## src/rtl/wrr_arbiter_if.sv

```systemverilog
// Bundle of N requester streams and the single arbitrated output stream for wrr_arbiter.
// Handshake: a beat moves on a rising edge where valid and ready are both high; data is held stable while valid waits.
interface wrr_arbiter_if #(
    parameter int N     = 4,
    parameter int WIDTH = 32,
    parameter int WBITS = 4
);
    localparam int SW = $clog2(N);

    logic [N*WIDTH-1:0] i_req_data;
    logic [N-1:0]       i_req_valid;
    logic [N-1:0]       o_req_ready;
    logic [N*WBITS-1:0] i_weight;
    logic [WIDTH-1:0]   o_x_data;
    logic               o_x_valid;
    logic [SW-1:0]      o_x_source;
    logic               i_x_ready;

    modport slave (
        input  i_req_data, i_req_valid, i_weight, i_x_ready,
        output o_req_ready, o_x_data, o_x_valid, o_x_source
    );

    modport master (
        output i_req_data, i_req_valid, i_weight, i_x_ready,
        input  o_req_ready, o_x_data, o_x_valid, o_x_source
    );
endinterface

```

## src/rtl/wrr_arbiter.sv

```systemverilog
// Weighted round-robin arbiter: N requesters share one registered output stream,
// each owning the output for up to its programmed weight of consecutive beats.
module wrr_arbiter #(
    parameter int N     = 4,
    parameter int WIDTH = 32,
    parameter int WBITS = 4,
    localparam int SW   = $clog2(N)
) (
    input  logic               i_clk,
    input  logic               i_rst,
    wrr_arbiter_if.slave       bus,
    output logic [SW-1:0]      o_dbg_owner,
    output logic [WBITS:0]     o_dbg_cnt
);
    logic [WIDTH-1:0] x_data_q, x_data_d;
    logic             x_valid_q, x_valid_d;
    logic [SW-1:0]    x_source_q, x_source_d;
    logic [SW-1:0]    owner_q, owner_d;
    logic [WBITS:0]   cnt_q, cnt_d;

    logic             load;
    logic [WBITS-1:0] owner_w;
    logic [WBITS:0]   w_eff;
    logic             stay;
    logic             found;
    logic [SW-1:0]    rot_sel;
    logic [SW-1:0]    sel;
    logic             grant;
    logic [N-1:0]     ready;

    always_comb begin
        load    = !x_valid_q || bus.i_x_ready;
        owner_w = bus.i_weight[int'(owner_q)*WBITS +: WBITS];
        w_eff   = (owner_w == '0) ? (WBITS+1)'(1) : {1'b0, owner_w};
        // cnt of zero means no burst is live (reset state), so it never counts as a stay
        stay    = bus.i_req_valid[owner_q] && (cnt_q != '0) && (cnt_q < w_eff);

        // Walk farthest-to-nearest so the nearest valid requester after owner wins; owner itself is last
        found   = 1'b0;
        rot_sel = '0;
        for (int i = N; i >= 1; i--) begin
            if (bus.i_req_valid[(int'(owner_q) + i) % N]) begin
                rot_sel = SW'((int'(owner_q) + i) % N);
                found   = 1'b1;
            end
        end

        sel   = stay ? owner_q : rot_sel;
        grant = i_rst && load && (stay || found);
        ready = '0;
        if (grant) ready[sel] = 1'b1;

        x_data_d   = x_data_q;
        x_valid_d  = x_valid_q;
        x_source_d = x_source_q;
        owner_d    = owner_q;
        cnt_d      = cnt_q;
        if (load) begin
            x_valid_d = grant;
            if (grant) begin
                x_data_d   = bus.i_req_data[int'(sel)*WIDTH +: WIDTH];
                x_source_d = sel;
                if (stay) begin
                    cnt_d = cnt_q + 1'b1;
                end else begin
                    owner_d = sel;
                    cnt_d   = (WBITS+1)'(1);
                end
            end
        end
    end

    always_ff @(posedge i_clk) begin
        if (!i_rst) begin
            x_data_q   <= '0;
            x_valid_q  <= 1'b0;
            x_source_q <= '0;
            owner_q    <= SW'(N-1);
            cnt_q      <= '0;
        end else begin
            x_data_q   <= x_data_d;
            x_valid_q  <= x_valid_d;
            x_source_q <= x_source_d;
            owner_q    <= owner_d;
            cnt_q      <= cnt_d;
        end
    end

    assign bus.o_req_ready = ready;
    assign bus.o_x_data    = x_data_q;
    assign bus.o_x_valid   = x_valid_q;
    assign bus.o_x_source  = x_source_q;
    assign o_dbg_owner     = owner_q;
    assign o_dbg_cnt       = cnt_q;
endmodule
```

## src/flat_wrapper.sv

```systemverilog
// flat-port wrapper written by rule: the top's interface ports become plain ports
module wrr_arbiter_flat 
#(
    parameter int N     = 4,
    parameter int WIDTH = 32,
    parameter int WBITS = 4,
    localparam int SW   = $clog2(N)
)
  (i_clk, i_rst, o_dbg_owner, o_dbg_cnt, bus_i_req_data, bus_i_req_valid, bus_i_weight, bus_i_x_ready, bus_o_req_ready, bus_o_x_data, bus_o_x_valid, bus_o_x_source);
  wrr_arbiter_if #(.N(N), .WIDTH(WIDTH), .WBITS(WBITS)) bus_i ();
  input  logic i_clk;
  input  logic i_rst;
  output logic [SW-1:0] o_dbg_owner;
  output logic [WBITS:0] o_dbg_cnt;
  input wire logic [$bits(bus_i.i_req_data)-1:0] bus_i_req_data;
  input wire logic [$bits(bus_i.i_req_valid)-1:0] bus_i_req_valid;
  input wire logic [$bits(bus_i.i_weight)-1:0] bus_i_weight;
  input wire logic [$bits(bus_i.i_x_ready)-1:0] bus_i_x_ready;
  output wire logic [$bits(bus_i.o_req_ready)-1:0] bus_o_req_ready;
  output wire logic [$bits(bus_i.o_x_data)-1:0] bus_o_x_data;
  output wire logic [$bits(bus_i.o_x_valid)-1:0] bus_o_x_valid;
  output wire logic [$bits(bus_i.o_x_source)-1:0] bus_o_x_source;
  assign bus_i.i_req_data = bus_i_req_data;
  assign bus_i.i_req_valid = bus_i_req_valid;
  assign bus_i.i_weight = bus_i_weight;
  assign bus_i.i_x_ready = bus_i_x_ready;
  assign bus_o_req_ready = bus_i.o_req_ready;
  assign bus_o_x_data = bus_i.o_x_data;
  assign bus_o_x_valid = bus_i.o_x_valid;
  assign bus_o_x_source = bus_i.o_x_source;
  wrr_arbiter #(.N(N), .WIDTH(WIDTH), .WBITS(WBITS)) u_core (.i_clk(i_clk), .i_rst(i_rst), .bus(bus_i), .o_dbg_owner(o_dbg_owner), .o_dbg_cnt(o_dbg_cnt));
endmodule
```

## config.mk

```make
export PLATFORM = sky130hd
export DESIGN_NAME = wrr_arbiter_flat
export DESIGN_NICKNAME = d
export VERILOG_FILES = /design/src/rtl/wrr_arbiter_if.sv /design/src/rtl/wrr_arbiter.sv /design/src/flat_wrapper.sv
export SDC_FILE = /design/constraint.sdc
export NUM_CORES = 1
export LEC_CHECK = 0
export ABC_AREA = 1
export ABC_CLOCK_PERIOD_IN_PS = 5100
export CAP_MARGIN = 20
export CORE_AREA = 2 2 78 80
export DETAILED_ROUTE_END_ITERATION = 16
export DIE_AREA = 0 0 80 82
export DONT_BUFFER_PORTS = 1
export PLACE_DENSITY = 0.87
export SLEW_MARGIN = 20
export SYNTH_ARGS = -nofsm -noshare
export SYNTH_HDL_FRONTEND = slang
export SYNTH_SLANG_ARGS = --single-unit
```

## constraint.sdc

```tcl
create_clock -name i_clk -period 5.1 [get_ports i_clk]
set_clock_uncertainty 0.05 [all_clocks]
set_input_delay 0.765 -clock i_clk [delete_from_list [all_inputs] [get_ports i_clk]]
set_output_delay 0.765 -clock i_clk [all_outputs]
set_load 0.01 [all_outputs]
```

==> metrics.csv, run 1 <==
stage;metric;value;unit
clock_tree;ctsResizeCount;0;
timing;report.final.hold_viol_count;0;
detailed_routing;dr.pass1.iters;5;
hold_path;hold_class;reg2reg;
power;power-per-cell-area;622.9;nW/um2
global_routing;grt_pass1_wl;14.92;mm
setup_path;regToRegSetupSlack;1.42;ns
timing;fin_crit_sh;81.60;%
cells_and_area;n_antenna_cell;0;
detailed_routing;wire_per_inst;14.93;um
timing;setup_viol;0;
setup_path;path_class;reg2out;
timing;fin_crit;4.162;ns
clock_tree;cts_buffer_depth;2;
global_routing;grt_util_met3;6.703;%
setup_path;worst_r2r_endpoint;u_core.bus.o_x_data[4]$_SDFFE_PN0P_;
clock_tree;post_cts_buffers;0;
hold_path;whs_path_depth;2;
global_routing;antenna_found_initial;0;
setup_path;required;4.28;ns
global_routing;grt_use_met1;30.50;%
timing;tns;0;ns
detailed_routing;drc;0;
yosys;syn_nets;770;
clock_tree;cts_inserted_buffers;5;
global_routing;grt_overflow;0;
clock_tree;cts_sinks;42;
floorplan;io_pins;197;
detailed_routing;num_vias;3926;
setup_path;cp-start-kind;flop;
clock_tree;tritoncts;built;
yosys;ys_seq_area_share;24.17;%
setup_path;rr_startpoint;u_core.o_dbg_owner[0]$_SDFFE_PN1P_;
cells_and_area;syn2layout_area_growth;-1.547;%
timing;fmax;0.2403;GHz
yosys;syn_area;3478;um2
cells_and_area;drive_gt1_share;6.034;%
detailed_routing;vias_per_cell;5.994;
floorplan;die_w;80;um
clock_tree;h-tree-depth;2;
floorplan;initial_core_util;60.54;%
clock_tree;cts_hold_buf;0;
global_routing;grt_max_degree;66;
clock_tree;root_buffer;clkbuf_8;
power;p_total;2.133;mW
global_routing;track_usage;28.27;%
cells_and_area;nFillCells;555;
yosys;synth_cell_type_count;29;
floorplan;num_rows;28;
floorplan;die_h;82;um
power;max-vdd-ir-drop;0.0003089;V
cells_and_area;final_net_count;735;
global_routing;use_met2;54.00;%
timing;maxSlewHeadroom;55.52;%
cells_and_area;final_common_cell;nand2_1;
floorplan;coreArea;5746;um2
yosys;syn_area_per_cell;5.665;um2
setup_path;cp.arrival;3.35;ns
detailed_routing;routed_wl;9.779;mm
clock_tree;clk_latency;0.29;ns
power;p_leak;1.901;nW
placed_design;gp_congestion;0.8689;
yosys;ys_ff_latch;42;
detailed_routing;drtIter0Drc;181;
cells_and_area;layout_common_cells;nand2_1 (277), nand3_1 (178), dfxtp_1 (42);
setup_path;rr_worst_depth;16;
setup_path;cp_max_fo;35;
global_routing;grt_pass1_vias;3370;
outcome;status;complete, no violations;
clock_tree;cts.clk_slew.worst_paths;0.08;ns
global_routing;busiest_layer;met2;
placed_design;dpl.hpwl;6.794;mm
timing;worst_pin_slew;0.6662;ns
placed_design;portBuffers;0;
timing;rsz0062_at_grt;no;
yosys;yosysWarnings;0;
setup_path;worst_setup_path_end_kind;primary output;
floorplan;die-area;6560;um2
hold_path;hold_end;u_core.bus.o_x_data[26]$_SDFFE_PN0P_;
run;cap_violations;0;
detailed_routing;ant_nets;0;
hold_path;hp-start;u_core.bus.o_x_data[26]$_SDFFE_PN0P_;
timing;drv_slew;0;
yosys;synthCells;614;
layout make-up:
cell class | count | area, um2 | area share [%]
clock buffers | 7 | 86.33 | 2.521
clock inverters | 1 | 5.005 | 0.1461
flip-flops and latches | 42 | 840.8 | 24.55
well taps | 75 | 93.84 | 2.740
inverters | 18 | 70.07 | 2.046
repair buffers | 6 | 45.04 | 1.315
multi-input cells | 506 | 2283 | 66.68
report_power, final:
group	total [mW]	switching, mW	internal, mW
clock	0.226	0.116	0.109
sequential	0.657	0.187	0.470
combinational	1.25	0.851	0.399
metal layers:
metal,share of wire (%),vias to the layer above
li1,-,1924
met1,38,1762
met2,51,218
met3,9.5,22
met4,1.6,0
met5,0,-
critical path, stage by stage, from the launching register on:
cell	delay, ns
dfxtp_1	0.76
inv_2	0.23
nand3_1	0.13
nand2_1	0.08
nor2_2	0.13
ha_1	0.26
nand2_1	0.10
o211ai_1	0.12
a21oi_2	0.25
nand2_4	0.13
nand2_1	0.12
o21ai_4	0.08
inv_4	0.31
nand2_1	0.13
nor2_1	0.22
kinds of logic (layout without fill, tap and decap cells):
logic type,Yosys count,count (layout),share of synthesized area [%]
AOI/OAI and AO/OA,14,14,2.913
xor gates and xnor gates,1,1,0.2518
adders and majority gates,5,5,1.799
buffers and inverters,66,32,10.47
DFF,42,42,24.17
and+or+nand+nor,486,486,60.40
sequential cells by signal, indices dropped and copies added, names as in the netlist:
| name | count |
|---|---|
| u_core.o_dbg_owner | 2 |
| u_core.o_dbg_cnt | 5 |
| u_core.bus.o_x_valid | 1 |
| u_core.bus.o_x_data | 32 |
| u_core.bus.o_x_source | 2 |
metrics by stage:
step           area, um2  instances  setup WS (ns)  hold WS (ns)  utilization [%]
2_1_floorplan       3478        614          1.787        0.4383                -
6_report            3425        655         0.9384        0.4711            59.60
5_1_grt             3425        655         0.6145        0.4872            59.60
3_5_place_dp        3333        647          1.305        0.4600            58.01
3_3_place_gp        3333        647          1.437        0.4507            58.01
4_1_cts             3425        655         0.9559        0.4717            59.60
synthesized netlist by cell type (all sizes together):
| library cell | number | area share, % |
|---|---|---|
| a211oi | 2 | 0.43 |
| a21oi | 5 | 0.83 |
| buf | 37 | 7.3 |
| clkbuf | 11 | 1.2 |
| dfxtp | 42 | 24 |
| ha | 5 | 1.8 |
| inv | 18 | 2.0 |
| nand2 | 282 | 31 |
| nand3 | 180 | 26 |
| nand4 | 1 | 0.18 |
| nor2 | 19 | 2.3 |
| nor3 | 3 | 0.43 |
| nor4 | 1 | 0.18 |
| o211ai | 3 | 0.65 |
| o21ai | 4 | 1.0 |
| xor2 | 1 | 0.25 |
worst max-delay path by stage:
stage	start	endpoint	slack (ns)	depth (start not counted)
final	u_core.o_dbg_owner[0]$_SDFFE_PN1P_	bus_o_req_ready[2]	0.94	14
after global routing	u_core.o_dbg_owner[0]$_SDFFE_PN1P_	bus_o_req_ready[2]	0.61	14
after CTS	u_core.o_dbg_owner[0]$_SDFFE_PN1P_	bus_o_req_ready[2]	0.96	14
after detailed placement	u_core.o_dbg_owner[0]$_SDFFE_PN1P_	bus_o_req_ready[2]	1.30	14
after global placement	u_core.o_dbg_owner[0]$_SDFFE_PN1P_	bus_o_req_ready[2]	1.44	14
after floorplan	bus_i_weight[14]	bus_o_req_ready[0]	1.79	13
Note: power is estimated with default switching activity, not from simulation.
==> run 2: changes to the inputs <==
ABC_CLOCK_PERIOD_IN_PS = 4300   (was 5100)
clock period = 4.3 ns   (was 5.1 ns; I/O delays follow)
==> metrics.csv, run 2 (synthesized netlist as in run 1, its figures left out) <==
stage;metric;value;unit
power;max-vdd-ir-drop;0.0004215;V
floorplan;initial_core_util;60.54;%
setup_path;worst_setup_path_end_kind;primary output;
placed_design;portBuffers;0;
cells_and_area;final_net_count;737;
power;swShare;52.63;%
cells_and_area;fin_util;60.26;%
placed_design;gp_congestion;0.8861;
setup_path;cp_max_fo;35;
power;p_leak;1.919;nW
detailed_routing;wire_per_inst;14.73;um
cells_and_area;largest_register_ffs;32;
detailed_routing;drc;0;
detailed_routing;vias_per_cell;5.954;
floorplan;die_h;82;um
global_routing;grt_pass1_wl;14.95;mm
cells_and_area;n_antenna_cell;0;
detailed_routing;drtIter0Drc;224;
global_routing;grt_max_degree;66;
detailed_routing;routed_wl;9.661;mm
timing;fin_crit_sh;90.99;%
clock_tree;clk_latency;0.29;ns
setup_path;required;3.61;ns
cells_and_area;final_common_cell;nand2_1;
clock_tree;cts_hold_buf;0;
power;p_int;1.220;mW
setup_path;path_class;reg2out;
cells_and_area;drive_gt1_share;6.540;%
clock_tree;h-tree-depth;2;
setup_path;cp.arrival;3.22;ns
clock_tree;cts_sinks;42;
setup_path;rr_startpoint;u_core.o_dbg_owner[1]$_SDFFE_PN1P_;
power;clkPwrFrac;12.5;%
power;power-per-cell-area;743.7;nW/um2
power;combPwrFrac;57.2;%
clock_tree;cts_buffer_depth;2;
detailed_routing;num_vias;3906;
outcome;status;complete, no violations;
placed_design;dpl.hpwl;6.888;mm
global_routing;grt_pass1_vias;3421;
power;seqPwrFrac;30.3;%
hold_path;hold_end;u_core.o_dbg_owner[1]$_SDFFE_PN1P_;
clock_tree;cts.clk_slew.worst_paths;0.08;ns
timing;report.final.hold_viol_count;0;
floorplan;die-area;6560;um2
run;cap_violations;0;
cells_and_area;syn2layout_area_growth;-0.4676;%
global_routing;grt_overflow;0;
power;p_switching;1.355;mW
global_routing;track_usage;28.26;%
clock_tree;ctsResizeCount;0;
floorplan;coreArea;5746;um2
floorplan;io_pins;197;
timing;tns;0;ns
clock_tree;root_buffer;clkbuf_8;
timing;setup_viol;0;
cells_and_area;layout_common_cells;nand2_1 (277), nand3_1 (178), dfxtp_1 (41);
timing;fin_crit;3.912;ns
clock_tree;cts_inserted_buffers;5;
setup_path;worst_r2r_endpoint;u_core.bus.o_x_data[1]$_SDFFE_PN0P_;
timing;rsz0062_at_grt;no;
timing;worst_pin_slew;0.6496;ns
floorplan;num_rows;28;
timing;drv_slew;0;
detailed_routing;ant_nets;0;
timing;fmax;0.2556;GHz
hold_path;hp-start;i_rst;
hold_path;whs_path_depth;1;
floorplan;die_w;80;um
global_routing;antenna_found_initial;0;
clock_tree;tritoncts;built;
setup_path;rr_worst_depth;17;
detailed_routing;dr.pass1.iters;5;
clock_tree;post_cts_buffers;0;
setup_path;regToRegSetupSlack;0.96;ns
hold_path;hold_class;in2reg;
timing;maxSlewHeadroom;56.64;%
setup_path;cp-start-kind;flop;
[run 2: changes by cell type in the layout (fill, tap and decap cells not counted), sizes merged]
| cell | change |
|---|---|
| clkinv | -1 |
| clkbuf | -1 |
| buf | +2 |
| bufinv | +1 |
[run 2: stage by stage]
step	hold slack, ns	worst slack [ns]	area, um2	power [mW]	cells
2_1_floorplan	0.4383	1.208	3478	2.099	614
3_3_place_gp	0.4504	0.7398	3348	2.187	649
3_5_place_dp	0.4581	0.5777	3348	2.254	649
4_1_cts	0.4084	0.2516	3461	2.577	656
5_1_grt	0.4059	0.07729	3462	2.851	656
6_report	0.4026	0.3876	3462	2.575	656
[run 2: layer usage]
layer | wire [um] | GRT usage [%] | vias up
met5 | 0 | 0 | -
met4 | 184 | 11.02 | 0
met3 | 875 | 6.813 | 23
met2 | 4893 | 53.08 | 200
met1 | 3707 | 30.48 | 1756
li1 | - | - | 1927
[run 2: worst max-delay path by stage]
| stage | start | to | slack (ns) | cells past startpoint |
|---|---|---|---|---|
| after global routing | u_core.o_dbg_owner[1]$_SDFFE_PN1P_ | bus_o_req_ready[2] | 0.08 | 14 |
| after CTS | u_core.o_dbg_owner[0]$_SDFFE_PN1P_ | bus_o_req_ready[2] | 0.25 | 14 |
| after global placement | u_core.o_dbg_owner[0]$_SDFFE_PN1P_ | bus_o_req_ready[2] | 0.74 | 14 |
| final | u_core.o_dbg_owner[1]$_SDFFE_PN1P_ | bus_o_req_ready[2] | 0.39 | 14 |
| after detailed placement | u_core.o_dbg_owner[0]$_SDFFE_PN1P_ | bus_o_req_ready[2] | 0.58 | 14 |
| after floorplan | u_core.o_dbg_owner[1]$_SDFFE_PN1P_ | bus_o_req_ready[0] | 1.21 | 14 |
[run 2: final cells by class]
class	instances	area, um2
sequential	42	842.1
tap	75	93.84
clock inverter	1	30.03
fill	560	2283
clock buffer	6	82.58
inverter	18	70.07
multi-input combinational	506	2283
timing repair buffer	8	60.06
[run 2: power by group through the flow]
stage / combinational (mW) / clock (mW) / sequential [mW]
floorplan: 1.37 / 0 / 0.725
global placement: 1.41 / 0 / 0.782
detailed placement: 1.47 / 0 / 0.786
CTS: 1.47 / 0.326 / 0.780
global route: 1.71 / 0.340 / 0.800
finish: 1.47 / 0.321 / 0.781
[run 2: critical path, stage by stage (launching register included)]
cell      delay, ns
dfxtp_1        0.74
inv_2          0.16
nand3_1        0.10
nand2_1        0.07
nor2_2         0.10
ha_1           0.26
a21oi_1        0.15
o211ai_1       0.11
a21oi_2        0.25
nand2_4        0.13
nand2_1        0.12
o21ai_4        0.08
inv_4          0.30
nand2_1        0.13
nor2_1         0.20
==> run 3: changes to the inputs <==
CORE_AREA = 2 2 93 68   (was 2 2 78 80)
DIE_AREA = 0 0 95 70   (was 0 0 80 82)
PLACE_DENSITY = not set   (was 0.87)
PLACE_DENSITY_LB_ADDON = 0.05   (was not set)
==> metrics.csv, run 3 (synthesized netlist as in run 1, its figures left out) <==
stage;metric;value;unit
outcome;status;complete, no violations;
global_routing;antenna_found_initial;0;
floorplan;die_w;95;um
hold_path;hold_class;in2reg;
timing;report.final.hold_viol_count;0;
setup_path;rr_startpoint;u_core.o_dbg_owner[1]$_SDFFE_PN1P_;
cells_and_area;drive_gt1_share;6.529;%
placed_design;dpl.hpwl;6.982;mm
global_routing;grt_overflow;0;
clock_tree;h-tree-depth;2;
detailed_routing;wire_per_inst;14.96;um
timing;rsz0062_at_grt;no;
setup_path;cp.arrival;3.14;ns
floorplan;initial_core_util;58.80;%
clock_tree;ctsResizeCount;0;
global_routing;grt_pass1_wl;15.33;mm
clock_tree;post_cts_buffers;0;
clock_tree;tritoncts;built;
timing;drv_slew;0;
hold_path;hold_end;u_core.o_dbg_owner[0]$_SDFFE_PN1P_;
detailed_routing;routed_wl;9.872;mm
power;combPwrFrac;58.6;%
floorplan;num_rows;24;
clock_tree;cts_buffer_depth;2;
placed_design;gp_congestion;0.8743;
timing;tns;0;ns
run;cap_violations;0;
detailed_routing;dr.pass1.iters;5;
global_routing;track_usage;28.64;%
timing;worst_pin_slew;0.6400;ns
cells_and_area;final_net_count;737;
timing;fmax;0.2606;GHz
power;swShare;54.50;%
setup_path;path_class;reg2out;
detailed_routing;num_vias;3829;
power;clkPwrFrac;10.3;%
cells_and_area;fin_util;58.19;%
clock_tree;cts.clk_slew.worst_paths;0.08;ns
detailed_routing;drtIter0Drc;131;
clock_tree;root_buffer;clkbuf_8;
timing;fin_crit_sh;89.25;%
cells_and_area;final_common_cell;nand2_1;
setup_path;cp_max_fo;35;
power;p_int;1.148;mW
setup_path;required;3.61;ns
hold_path;hp-start;i_rst;
power;power-per-cell-area;732.9;nW/um2
setup_path;worst_setup_path_end_kind;primary output;
global_routing;grt_pass1_vias;3280;
cells_and_area;n_antenna_cell;0;
timing;whs;0.4089;ns
cells_and_area;layout_common_cells;nand2_1 (277), nand3_1 (178), dfxtp_1 (42);
hold_path;whs_path_depth;1;
detailed_routing;drc;0;
clock_tree;clk_latency;0.30;ns
floorplan;coreArea;5916;um2
power;p_switching;1.375;mW
floorplan;die-area;6650;um2
clock_tree;cts_hold_buf;0;
setup_path;worst_r2r_endpoint;u_core.bus.o_x_data[2]$_SDFFE_PN0P_;
cells_and_area;multi_input_area;2283;um2
clock_tree;cts_sinks;42;
cells_and_area;seqCellArea;840.8;um2
timing;fin_crit;3.838;ns
setup_path;regToRegSetupSlack;1.00;ns
clock_tree;cts_inserted_buffers;5;
setup_path;cp-start-kind;flop;
cells_and_area;nFillCells;641;
cells_and_area;syn2layout_area_growth;-1.043;%
timing;maxSlewHeadroom;57.33;%
global_routing;grt_max_degree;66;
cells_and_area;largest_register_ffs;32;
detailed_routing;ant_nets;0;
placed_design;portBuffers;0;
floorplan;io_pins;197;
power;p_leak;1.905;nW
power;max-vdd-ir-drop;0.0003686;V
detailed_routing;vias_per_cell;5.802;
setup_path;rr_worst_depth;17;
timing;setup_viol;0;
floorplan;die_h;70;um
power;seqPwrFrac;31.1;%
-- run 3: cell count changes in the layout (fill, tap and decap cells not counted) --
cell	before	now
dfxtp_2	1	0
bufinv_16	1	0
clkinv_4	0	1
clkinv_2	0	1
clkbuf_8	6	5
clkinvlp_4	0	1
dfxtp_1	41	42
-- run 3: power by group through the flow --
| stage | clock (mW) | combinational, mW | sequential (mW) |
|---|---|---|---|
| CTS | 0.268 | 1.48 | 0.788 |
| finish | 0.260 | 1.48 | 0.784 |
| global route | 0.287 | 1.71 | 0.801 |
| floorplan | 0 | 1.37 | 0.725 |
| global placement | 0 | 1.44 | 0.794 |
| detailed placement | 0 | 1.48 | 0.796 |
-- run 3: final cells by class --
| class | count | share of cell area [%] |
|---|---|---|
| Tap cell | 78 | 2.835 |
| Inverter | 18 | 2.036 |
| Clock inverter | 3 | 0.6180 |
| Multi-Input combinational cell | 506 | 66.34 |
| Timing Repair Buffer | 8 | 1.745 |
| Sequential cell | 42 | 24.43 |
| Clock buffer | 5 | 1.999 |
-- run 3: routing by layer --
layer / part of all wire (%) / track usage (%)
met2: 46 / 50.35
met3: 9.3 / 6.688
met5: 0 / 0
met1: 44 / 36.19
met4: 0.57 / 4.509
-- run 3: worst max path at each step --
stage | slack [ns] | to | start | cells after the start
floorplan | 1.21 | bus_o_req_ready[0] | u_core.o_dbg_owner[1]$_SDFFE_PN1P_ | 14
global placement | 0.85 | bus_o_req_ready[2] | u_core.o_dbg_owner[1]$_SDFFE_PN1P_ | 14
detailed placement | 0.76 | bus_o_req_ready[2] | u_core.o_dbg_owner[1]$_SDFFE_PN1P_ | 14
CTS | 0.44 | bus_o_req_ready[2] | u_core.o_dbg_owner[1]$_SDFFE_PN1P_ | 14
global route | 0.17 | bus_o_req_ready[2] | u_core.o_dbg_owner[1]$_SDFFE_PN1P_ | 14
finish | 0.46 | bus_o_req_ready[2] | u_core.o_dbg_owner[1]$_SDFFE_PN1P_ | 14
-- run 3: worst max-delay path, cell delays in order, from the launching register on --
cell and delay [ns]:
dfxtp_1 0.73, inv_2 0.16, nand3_1 0.10, nand2_1 0.06, nor2_2 0.09, ha_1 0.25
a21oi_1 0.13, o211ai_1 0.11, a21oi_2 0.25, nand2_4 0.13, nand2_1 0.12, o21ai_4 0.08
inv_4 0.29, nand2_1 0.11, nor2_1 0.21
-- run 3: metrics by stage --
| step | instance area (um2) | std cells | setup WS [ns] | power [mW] |
|---|---|---|---|---|
| after floorplan | 3478 | 614 | 1.208 | 2.099 |
| after global routing | 3442 | 660 | 0.1710 | 2.802 |
| after CTS | 3442 | 660 | 0.4368 | 2.537 |
| final | 3442 | 660 | 0.4624 | 2.523 |
| after detailed placement | 3352 | 652 | 0.7564 | 2.273 |
| after global placement | 3352 | 652 | 0.8525 | 2.233 |
